`src/rtl/mem_stage.sv`:
```
// -----------------------------------------------------------------------------
// mem_stage -- memory stage of a five-stage pipeline with a wait-state
// data memory.
//
// Loads and stores take WAIT_CYCLES+1 cycles from presentation to MEM/WB
// capture. While an access is in flight, stall holds the upstream pipeline
// and bubbles are loaded into MEM/WB. Non-memory ops pass straight through
// with one-cycle latency.
//
// Parameters
//   ADDR_W       log2 of data-memory depth in 32-bit words
//   WAIT_CYCLES  extra clock cycles per load/store (0..15)
//
// Ports
//   clock, reset            clock; asynchronous active-high reset
//   mwreg, mm2reg, mwmem    EXE/MEM register-write, load, store controls
//   mdestReg                EXE/MEM destination register number
//   mr                      ALU result, used as the byte address
//   mqb                     store data
//   stall                   combinational hold request to upstream stages
//   wwreg, wm2reg           MEM/WB controls
//   wdestReg, wr, wdo       MEM/WB destination, ALU result, load data
//   misalign                (only with MEM_MISALIGN_CHECK_EN) registered flag
//                           for a memory op with mr[1:0] != 0
//
// Build option
//   MEM_MISALIGN_CHECK_EN   adds the misalign output and suppresses
//                           misaligned stores
// -----------------------------------------------------------------------------
module mem_stage #(
   parameter int ADDR_W      = 6,
   parameter int WAIT_CYCLES = 1
) (
   input  logic        clock,
   input  logic        reset,
   input  logic        mwreg,
   input  logic        mm2reg,
   input  logic        mwmem,
   input  logic [4:0]  mdestReg,
   input  logic [31:0] mr,
   input  logic [31:0] mqb,
   output logic        stall,
   output logic        wwreg,
   output logic        wm2reg,
   output logic [4:0]  wdestReg,
   output logic [31:0] wr,
`ifdef MEM_MISALIGN_CHECK_EN
   output logic [31:0] wdo,
   output logic        misalign
`else
   output logic [31:0] wdo
`endif
);

   localparam int         DEPTH  = 1 << ADDR_W;
   localparam logic [3:0] WAIT_N = 4'(WAIT_CYCLES);

   typedef enum logic {
      IDLE = 1'b0,
      BUSY = 1'b1
   } state_t;

   state_t      state_q, state_d;
   logic [3:0]  cnt_q, cnt_d;
   logic        stall_int;
   logic        capture;
   logic        mem_op;
   logic        misalign_hit;
   logic        mem_we;
   logic [ADDR_W-1:0] word_addr;
   logic [31:0] rd_data;

   logic        wwreg_q, wm2reg_q;
   logic [4:0]  wdestReg_q;
   logic [31:0] wr_q, wdo_q;

   // NOTE: memory arrays are never reset; contents come from the declaration
   // initialiser at time zero and survive reset pulses.
   logic [31:0] mem_q [DEPTH] = '{default: 32'd0};

   assign mem_op    = mm2reg | mwmem;
   assign word_addr = mr[ADDR_W+1:2];
   assign rd_data   = mem_q[word_addr];

`ifdef MEM_MISALIGN_CHECK_EN
   assign misalign_hit = (mr[1:0] != 2'b00);
`else
   assign misalign_hit = 1'b0;
   // Byte-offset bits play no part in the access in this build.
   logic unused_byte_offset;
   assign unused_byte_offset = ^mr[1:0];
`endif

   // High-order address bits alias onto the same words by design.
   logic unused_high_addr;
   assign unused_high_addr = ^mr[31:ADDR_W+2];

   // Next-state logic. capture marks the edge that loads a real instruction
   // into MEM/WB; every other edge loads a bubble.
   // NOTE: every always_comb output gets a default first so no path can
   // leave it unassigned and infer a latch.
   always_comb begin
      state_d   = state_q;
      cnt_d     = cnt_q;
      stall_int = 1'b0;
      capture   = 1'b0;
      case (state_q)
         IDLE: begin
            if (mem_op && (WAIT_N != 4'd0)) begin
               stall_int = 1'b1;
               state_d   = BUSY;
               cnt_d     = WAIT_N;
            end else begin
               capture = 1'b1;
            end
         end
         BUSY: begin
            if (cnt_q > 4'd1) begin
               stall_int = 1'b1;
               cnt_d     = cnt_q - 4'd1;
            end else begin
               // Final wait cycle: upstream is released and the access
               // completes on the coming edge.
               capture = 1'b1;
               state_d = IDLE;
               cnt_d   = 4'd0;
            end
         end
         default: begin
            state_d = IDLE;
            cnt_d   = 4'd0;
         end
      endcase
   end

   assign stall = stall_int & ~reset;

   // Gating with reset keeps an in-flight store from landing while reset is
   // held across an edge.
   assign mem_we = capture & mwmem & ~misalign_hit & ~reset;

   // NOTE: sequential state uses non-blocking assignments so every register
   // samples pre-edge values; a load paired with a store therefore reads the
   // old word.
   always_ff @(posedge clock) begin
      if (mem_we) begin
         mem_q[word_addr] <= mqb;
      end
   end

   always_ff @(posedge clock or posedge reset) begin
      if (reset) begin
         state_q    <= IDLE;
         cnt_q      <= 4'd0;
         wwreg_q    <= 1'b0;
         wm2reg_q   <= 1'b0;
         wdestReg_q <= 5'd0;
         wr_q       <= 32'd0;
         wdo_q      <= 32'd0;
      end else begin
         state_q <= state_d;
         cnt_q   <= cnt_d;
         if (capture) begin
            wwreg_q    <= mwreg;
            wm2reg_q   <= mm2reg;
            wdestReg_q <= mdestReg;
            wr_q       <= mr;
            wdo_q      <= mm2reg ? rd_data : 32'd0;
         end else begin
            // Bubble: kill the write-back controls, keep the data fields.
            wwreg_q  <= 1'b0;
            wm2reg_q <= 1'b0;
         end
      end
   end

`ifdef MEM_MISALIGN_CHECK_EN
   logic misalign_q;

   // The flag follows captures only; bubbles leave it unchanged.
   always_ff @(posedge clock or posedge reset) begin
      if (reset) begin
         misalign_q <= 1'b0;
      end else if (capture) begin
         misalign_q <= mem_op & misalign_hit;
      end
   end

   assign misalign = misalign_q;
`endif

   assign wwreg    = wwreg_q;
   assign wm2reg   = wm2reg_q;
   assign wdestReg = wdestReg_q;
   assign wr       = wr_q;
   assign wdo      = wdo_q;

endmodule

```
`config.mk`:
```
export PLATFORM = sky130hd
export DESIGN_NAME = mem_stage
export DESIGN_NICKNAME = d
export VERILOG_FILES = /design/src/rtl/mem_stage.sv
export SDC_FILE = /design/constraint.sdc
export NUM_CORES = 2
export LEC_CHECK = 0
export BUFFER_PORTS_ARGS = -buffer_cell sky130_fd_sc_hd__buf_2
export CORE_MARGIN = 4
export CORE_UTILIZATION = 50
export CTS_BUF_LIST = sky130_fd_sc_hd__clkbuf_8
export DETAILED_ROUTE_END_ITERATION = 10
export HOLD_SLACK_MARGIN = 0.06
export MAX_ROUTING_LAYER = met4
export PLACE_DENSITY = 0.68
export RECOVER_POWER = 50
export SLEW_MARGIN = 20
export SYNTH_ARGS = -nofsm -noshare
export SYNTH_HDL_FRONTEND = slang
export SYNTH_SLANG_ARGS = --single-unit
```
`constraint.sdc`:
```
create_clock -name clock -period 4.3 [get_ports clock]
set_input_delay 0.86 -clock clock [delete_from_list [all_inputs] [get_ports clock]]
set_output_delay 0.86 -clock clock [all_outputs]
set_load 0.01 [all_outputs]
```
==> flow_metrics.tcl <==
set metrics [dict create \
    grtUsageTotal 0.263 \
    ys_seq_area_frac 0.761 \
    r2r_end "wdo[25]$_DFFE_PP0P_" \
    hold_depth 3 \
    path_class "register to register" \
    async_flop_share 0.0358 \
    dp_slack_ns 0.178 \
    cts_max_path_buffers 4 \
    clk_latency_ns 1.06 \
    critPathSlowestCell "clkbuf_1" \
    tightest_slew_ns 3.37 \
    layout.nets 5211 \
    setup_violations 0 \
    crit_chain "inv_1 > ha_1 > nor2_1 > o41a_2 > clkbuf_1 > nand2_1 > and3_1 > a32oi_1" \
    rsz0062_at_grt "false" \
    min_from "mm2reg" \
    routabilityCongestion 0.895 \
    initial_core_util 0.504 \
    hpwl_um 131000 \
    ant_nets 0 \
    violations "max-capacitance violations, max-slew violations" \
    pwr-share-seq 0.548 \
    grt_max_degree 130 \
    finalMaxSlewViolations 1801 \
    placed_cells 6942 \
    cp_max_fo 24 \
    grt-ovfl-total 0 \
    grt-busiest-layer "met2" \
    dieArea_um2 173000 \
    antenna_found_initial 13 \
    post_cts_resized 0 \
    power.density_nw_per_um2 450 \
    die_w_um 416 \
    most-common-layout-cells "edfxtp_1 (2048), mux2i_1 (608), clkbuf_8 (357)" \
    die_h_um 416 \
    core_area_um2 165000 \
    synth_area_per_cell_um2 17.9 \
    hold_slack_ns 0.244 \
    drc 0 \
    yosys-top-cells-area "edfxtp_1 (74%), mux2i_1 (7.3%), mux4_2 (2.6%)" \
    cts_root_buf "clkbuf_8" \
    cp-end-kind "register" \
    hold_viol_final 0 \
    crit_required_ns 5.21 \
    clock_skew_ns 0.0647 \
    yosysTopAreaCellShare 0.739 \
    dr_total_vias 46212 \
    clock-sinks 2124 \
    htreeDepth 5 \
    cp-startpoint "cnt_q[0]$_DFFE_PP0P_" \
    ctsHoldBuffers 34 \
    first_iter_violations 5491 \
    first_global_vias 45409 \
    fmax_mhz 254 \
    drive_gt1_frac 0.187 \
    min_to "cnt_q[1]$_DFFE_PP0P_" \
    grt_pass1_wl_um 320000 \
    switching_share 0.243 \
    vias_per_cell 6.10 \
    fin_area_um2 94700 \
    max_stage_delay_ns 1.24 \
    clkPwrFrac 0.365 \
    maxSlewHeadroom -1.24 \
    synth_edf_count 2048 \
    post-route-period-util 0.916 \
    grtUsageMet2 0.390 \
    postSynthCellCount 4658 \
    critical_path_arrival_ns 4.85 \
    wirelength_um 223000 \
    wire_per_inst_um 29.4 \
    grtUsageMet1 0.356 \
    area_growth_pct 13.8 \
    pwr-share-comb 0.087 \
    final_common_cell "edfxtp_1" \
    synthDistinctLibCells 45 \
    status "finished with violations" \
    post-route-min-period_ns 3.94 \
    netlist_area_um2 83300 \
    cts_tree "built" \
    cts_buffers 346 \
    ys.flop_type "edfxtp_1" \
    detail_route.first_pass.iterations 6 \
    layoutNonFillerInstCount 7579 \
    synth_seq_cells 2124 \
    path_clk_slew_ns 0.06 \
    rows 149 \
    drv_cap 51 \
    placed_area_um2 88600 \
    leakage_nw 31.8 \
    yosysTopAreaCell "edfxtp_1" \
    port_buffers 145 \
    boundaryPins 146 \
    hold_path.class "primary input to register" \
    startpoint_type "register" \
    finalWorstSetupSlack_ns 0.361 \
    grtUsageMet3 0.0560 \
    yosys_warnings 0 \
    reg2reg_slack_ns 0.36 \
    p_int_mw 32.3 \
    r2r.worst_path.cells 8 \
    ir_drop_mv 0.346 \
    r2r_start "cnt_q[0]$_DFFE_PP0P_" \
    net-switching-power_mw 10.4 \
    syn_nets 4734 \
    cts_setup_buffers 0 \
]
## critical path, delay by kind of cell, from the launching register on
family                     cells  cell delay (ns)
buffers and inverters          2             1.31
adders and majority gates      1             0.22
AOI/OAI and AO/OA              2             0.75
and+or+nand+nor                3             1.12
DFF                            1             0.42
## flip-flops by register name, indices dropped and copies added (netlist names)
register and flops:
wr 32, wdo 32, state_q 1, wwreg 1
wm2reg 1, wdestReg 5, mem_q 2048, cnt_q 4
## cells by family after synthesis
logic type,synth area share
buffers and inverters,0.0197
AOI/OAI and AO/OA,0.0790
DFF,0.761
and+or+nand+nor,0.0355
adders and majority gates,0.000301
muxes,0.104
## synthesized netlist by cell type, types with 3 or more instances
| library cell | count |
|---|---|
| edfxtp_1 | 2048 |
| mux2i_1 | 608 |
| nand2_1 | 239 |
| nand2b_1 | 195 |
| a221oi_1 | 162 |
| o22a_1 | 160 |
| o22ai_1 | 129 |
| clkbuf_1 | 125 |
| buf_2 | 113 |
| o21ai_0 | 103 |
| a21oi_1 | 96 |
| mux4_2 | 96 |
| dfrtp_1 | 76 |
| nor2_1 | 68 |
| buf_4 | 50 |
| mux2_2 | 36 |
| or2_2 | 35 |
| a2111oi_0 | 32 |
| a22oi_1 | 32 |
| a32oi_1 | 32 |
| and3_1 | 32 |
| o211ai_1 | 32 |
| o221ai_1 | 32 |
| a221oi_2 | 30 |
| o21ai_1 | 30 |
| buf_1 | 19 |
| buf_6 | 12 |
| inv_1 | 5 |
| and2_1 | 3 |
| nor2b_1 | 3 |
| nor3_1 | 3 |
## routing by layer
metal	share of wire	wire, um
met5	0	0
met1	0.40	89800
met4	0.042	9300
met2	0.46	103000
met3	0.094	20900
## power by group through the flow
stage / clock network [mW] / registers, mW / logic, mW
2_1_floorplan: 0 / 23.8 / 1.83
3_5_place_dp: 0 / 23.8 / 3.74
6_report: 15.6 / 23.4 / 3.73
5_1_grt: 16.8 / 23.4 / 3.93
4_1_cts: 15.8 / 23.3 / 3.77
3_3_place_gp: 0 / 23.7 / 3.67
## final cells by class
cell class	instances	area, um^2
inverter	7	33.8
antenna	11	27.5
fill	12470	70400
timing repair buffer	448	3700
multi-input combinational	2208	18800
clock inverter	235	1090
sequential	2124	63400
clock buffer	357	4910
tap	2189	2740
## through the flow
| step | power (mW) | utilization | TNS [ns] |
|---|---|---|---|
| floorplan | 25.6 | - | 0 |
| global placement | 27.4 | 0.536 | -0.711 |
| detailed placement | 27.5 | 0.536 | 0 |
| CTS | 42.9 | 0.575 | 0 |
| global route | 44.1 | 0.573 | 0 |
| finish | 42.7 | 0.574 | 0 |
## worst max-delay path by stage
stage                                  end  slack, ns
global placement       wdo[20]$_DFFE_PP0P_      -0.41
detailed placement     wdo[29]$_DFFE_PP0P_       0.18
CTS                                  stall       0.53
global route           wdo[25]$_DFFE_PP0P_       0.26
finish                 wdo[25]$_DFFE_PP0P_       0.36
floorplan           mem_q[17][0]$_DFFE_PP_       0.36
No activity file was read; power rests on OpenSTA's default activity.
